--- config.mk ---
export PLATFORM = sky130hd
export DESIGN_NAME = ram_dp_pipe
export DESIGN_NICKNAME = d
export VERILOG_FILES = /design/src/rtl/ram_dp_pipe.sv
export SDC_FILE = /design/constraint.sdc
export NUM_CORES = 1
export LEC_CHECK = 0
export BUFFER_PORTS_ARGS = -buffer_cell sky130_fd_sc_hd__buf_2
export CAP_MARGIN = 20
export CORE_ASPECT_RATIO = 0.6
export CORE_MARGIN = 3
export CORE_UTILIZATION = 50
export DETAILED_ROUTE_END_ITERATION = 10
export PLACE_DENSITY = 0.66
export SYNTH_ARGS = -nofsm -noshare
export SYNTH_HDL_FRONTEND = slang
export SYNTH_SLANG_ARGS = --single-unit
--- constraint.sdc ---
create_clock -name clk -period 2 [get_ports clk]
set_clock_uncertainty 0.1 [all_clocks]
set_input_delay 0.4 -clock clk [delete_from_list [all_inputs] [get_ports clk]]
set_output_delay 0.4 -clock clk [all_outputs]
set_load 0.005 [all_outputs]
--- src/rtl/ram_dp_pipe.sv ---
// Simple dual-port RAM (one write, one read port) with byte-lane write enables and a
// RD_LATENCY-deep registered read pipeline. Optional per-byte parity: RAM_DP_PIPE_PARITY_EN.
module ram_dp_pipe #(
    parameter int DATA_WIDTH = 32,
    parameter int ADDR_WIDTH = 4,
    parameter int RD_LATENCY = 2
) (
    input  logic                    clk,
    input  logic                    rstn,
    input  logic                    wr_en,
    input  logic [ADDR_WIDTH-1:0]   wr_addr,
    input  logic [DATA_WIDTH-1:0]   wr_data,
    input  logic [DATA_WIDTH/8-1:0] wr_be,
    input  logic                    rd_en,
    input  logic [ADDR_WIDTH-1:0]   rd_addr,
    input  logic                    err_inject,
    output logic [DATA_WIDTH-1:0]   data_out,
    output logic                    valid_out,
    output logic                    collision,
    output logic                    parity_err
);

    localparam int NUM_BYTES = DATA_WIDTH / 8;
    localparam int DEPTH     = 2 ** ADDR_WIDTH;

    logic [DATA_WIDTH-1:0] mem [DEPTH];
    logic [DATA_WIDTH-1:0] stage_data [RD_LATENCY];
    logic [RD_LATENCY-1:0] stage_valid;

    // Memory array has no reset so contents survive rstn.
    always_ff @(posedge clk) begin
        if (wr_en) begin
            for (int b = 0; b < NUM_BYTES; b++) begin
                if (wr_be[b]) begin
                    mem[wr_addr][8*b +: 8] <= wr_data[8*b +: 8];
                end
            end
        end
    end

    // Stage 0 samples mem before the same-edge write lands, giving read-first behaviour.
    // Data registers only load with a valid read so data_out holds between pulses.
    always_ff @(posedge clk or negedge rstn) begin
        if (!rstn) begin
            stage_valid <= '0;
            collision   <= 1'b0;
            for (int i = 0; i < RD_LATENCY; i++) begin
                stage_data[i] <= '0;
            end
        end else begin
            collision      <= wr_en & rd_en & (wr_addr == rd_addr);
            stage_valid[0] <= rd_en;
            if (rd_en) begin
                stage_data[0] <= mem[rd_addr];
            end
            for (int i = 1; i < RD_LATENCY; i++) begin
                stage_valid[i] <= stage_valid[i-1];
                if (stage_valid[i-1]) begin
                    stage_data[i] <= stage_data[i-1];
                end
            end
        end
    end

    assign data_out  = stage_data[RD_LATENCY-1];
    assign valid_out = stage_valid[RD_LATENCY-1];

`ifdef RAM_DP_PIPE_PARITY_EN
    logic [NUM_BYTES-1:0]  par_mem [DEPTH];
    logic [NUM_BYTES-1:0]  rd_par_calc;
    logic                  rd_perr;
    logic [RD_LATENCY-1:0] stage_perr;

    // Stored bit makes each byte even; err_inject flips it for the lanes being written.
    always_ff @(posedge clk) begin
        if (wr_en) begin
            for (int b = 0; b < NUM_BYTES; b++) begin
                if (wr_be[b]) begin
                    par_mem[wr_addr][b] <= (^wr_data[8*b +: 8]) ^ err_inject;
                end
            end
        end
    end

    always_comb begin
        rd_par_calc = '0;
        for (int b = 0; b < NUM_BYTES; b++) begin
            rd_par_calc[b] = ^mem[rd_addr][8*b +: 8];
        end
    end

    assign rd_perr = |(rd_par_calc ^ par_mem[rd_addr]);

    always_ff @(posedge clk or negedge rstn) begin
        if (!rstn) begin
            stage_perr <= '0;
        end else begin
            stage_perr[0] <= rd_en & rd_perr;
            for (int i = 1; i < RD_LATENCY; i++) begin
                stage_perr[i] <= stage_valid[i-1] & stage_perr[i-1];
            end
        end
    end

    assign parity_err = stage_perr[RD_LATENCY-1];
`else
    logic unused_err_inject;
    assign unused_err_inject = err_inject;
    assign parity_err        = 1'b0;
`endif

endmodule

==> flow_metrics.tcl <==
set metrics [dict create \
    criticalPathCategory "reg2out" \
    start_util_pct 51.3 \
    synth_edf_count 512 \
    final_nets 1260 \
    cp_cell_sequence "buf_2" \
    ys_ff_latch 579 \
    outcome "finished clean" \
    synth_area_um2 22500 \
    die_h_um 170 \
    r2r_end "stage_data[63]" \
    grt_pass1_vias 10800 \
    cts_buffers 49 \
    cts-htree-levels 2 \
    netlist_instances 1062 \
    setup-violations-final 0 \
    slowest_delay_ns 0.39 \
    postCtsSetupBuffers 0 \
    hold_class "in2reg" \
    grt_overflow 0 \
    arrival_ns 1.10 \
    critPathMaxFanout 2 \
    die_area_um2 47700 \
    hold_start "wr_data[16]" \
    synthTopCellsByArea "edfxtp_1 68%, mux4_2 12%, dfrtp_1 7.4%" \
    synth_common_cells "512 x edfxtp_1, 120 x mux4_2, 98 x nor2_1, 67 x dfrtp_1, 42 x buf_4" \
    critical_path_required_ns 1.50 \
    critPathSlowestCell "dfrtp_1" \
    first_pass_iters 5 \
    netlist.area_leader.share_pct 68.3 \
    min_to "mem[11][16]" \
    timing.final.crit_share_pct 79.9 \
    rows 59 \
    worst_pin_slew_ns 0.549 \
    p_leak_nw 8.61 \
    yosys_warnings 0 \
    hold_viol 0 \
    crit_path_start_kind "register" \
    rsz0062_at_grt "false" \
    p_per_area_nw_per_um2 954 \
    yosys.cell_count.top_type "edfxtp_1" \
    cts-root-buf "clkbuf_16" \
    ys_seq_area_share_pct 75.7 \
    grt_antenna_before_repair 1 \
    finalPower_mw 24.5 \
    drive_above_1_share_pct 33.1 \
    fmaxAchievable_mhz 626 \
    grt_max_degree 67 \
    clkTransAtPathRegs_ns 0.07 \
    cts-root-to-sink-buffers 3 \
    die_width_um 280 \
    critPathTopFamily "flip-flops" \
    slew_violations 0 \
    drcViolationCount 0 \
    dr.first_iter.drc_count 1165 \
    ctsResizeCount 0 \
    yosysUniqueCellTypes 29 \
    port_buffers 81 \
    async_flop_share_pct 11.6 \
    clk_latency_ns 0.57 \
    cts-hold-fix-buffers 1 \
    routed-via-count 10700 \
    hold_path_depth 1 \
    fin_ws_ns 0.402 \
    syn_avg_cell_area_um2 21.2 \
    syn_nets 1111 \
    pre_cts_ws_ns 0.00600 \
    wl_um 46300 \
    viasPerCell 5.83 \
    grt_pass1_wl_um 69900 \
    startpoint "data_out[6]" \
    r2r_start "mem[7][31]" \
    cts_sinks 579 \
    maxCapViolCount 0 \
    slew_headroom_pct 63.4 \
    routedWlPerCell_um 25.3 \
    yosys.area.top_type "edfxtp_1" \
    num_io_pins 84 \
    timing.critical_path.buf_inv 1 \
    design.core.area_um2 43900 \
    fillers 3186 \
    grt_usage_pct 19.8 \
    syn2layout_area_growth_pct 14.0 \
    timing.reg2reg.setup_slack_ns 0.52 \
    place_congestion 0.783 \
    yosys_most_used_dff "edfxtp_1" \
    antenna_left 0 \
    cts_tree "yes" \
    cp-end-kind "output pin" \
    fin_tns_setup_ns 0 \
    fin_crit_ns 1.60 \
    dpl.hpwl_um 30000 \
    ir_drop_uv 781 \
    rr_worst_depth 3 \
]
[placed cells by master (no fill, tap or decap), drive strengths merged, types with 3 or more instances in the layout]
| master | Yosys | final |
|---|---|---|
| clkinv | 0 | 18 |
| a221oi | 32 | 32 |
| nor2 | 98 | 98 |
| o22ai | 32 | 32 |
| nand3 | 7 | 7 |
| mux2 | 32 | 32 |
| bufinv | 0 | 3 |
| nor2b | 4 | 4 |
| xor2 | 3 | 3 |
| edfxtp | 512 | 512 |
| nand2 | 13 | 13 |
| clkbuf | 27 | 68 |
| mux2i | 32 | 32 |
| dfrtp | 67 | 67 |
| mux4 | 128 | 128 |
| buf | 68 | 192 |
[state kept, by name, summed over array words and instances (netlist names)]
register	flops
mem	512
stage_data	32
data_out	32
collision	1
stage_valid	2
[logic make-up (layout without fill, tap and decap cells)]
group	Yosys count	after routing	synth area share [%]
DFF	579	579	75.7
muxes	192	192	16.0
and+or+nand+nor	127	127	2.26
buffers and inverters	95	284	2.91
AOI/OAI and AO/OA	64	64	2.97
xor gates and xnor gates	4	4	0.156
other	1	2	0.0167
[how the worst max path moves through the flow]
stage | to | slack [ns] | cells past startpoint
2_1_floorplan | mem[14][10] | 0.09 | 4
3_3_place_gp | stage_data[37] | 0.03 | 6
3_5_place_dp | stage_data[63] | 0.006 | 5
4_1_cts | data_out[6] | 0.37 | 1
5_1_grt | data_out[6] | 0.35 | 1
6_report | data_out[6] | 0.40 | 1
[through the flow]
step	hold WS, ns	area [µm²]	utilization (%)	std cells
6_report	0.105	25700	58.5	1831
5_1_grt	0.0897	25700	58.5	1831
4_1_cts	0.0800	25700	58.5	1830
3_5_place_dp	0.270	24100	54.9	1738
3_3_place_gp	0.261	24100	54.9	1738
2_1_floorplan	0.00441	22500	-	1062
[cell type report]
class | instances | area, µm² | area share [%]
timing repair buffer | 193 | 1530 | 5.96
sequential | 579 | 17100 | 66.4
clock inverter | 23 | 186 | 0.726
tap | 579 | 724 | 2.82
antenna | 1 | 2.50 | 0.00975
multi-input combinational | 388 | 4810 | 18.7
clock buffer | 68 | 1370 | 5.34
[power breakdown]
group          internal [mW]  switching [mW]
sequential              13.5           0.154
clock                   5.18            4.13
combinational          0.714           0.830
[per-layer routing]
layer  vias up  wire length (µm)  track usage [%]
li1       4631                 -                -
met1      5607             21100             31.0
met2       390             21400             29.9
met3        52              3220             3.67
met4         0               484             3.22
met5         -                 0                0
Power figures use the tool's default switching activity.
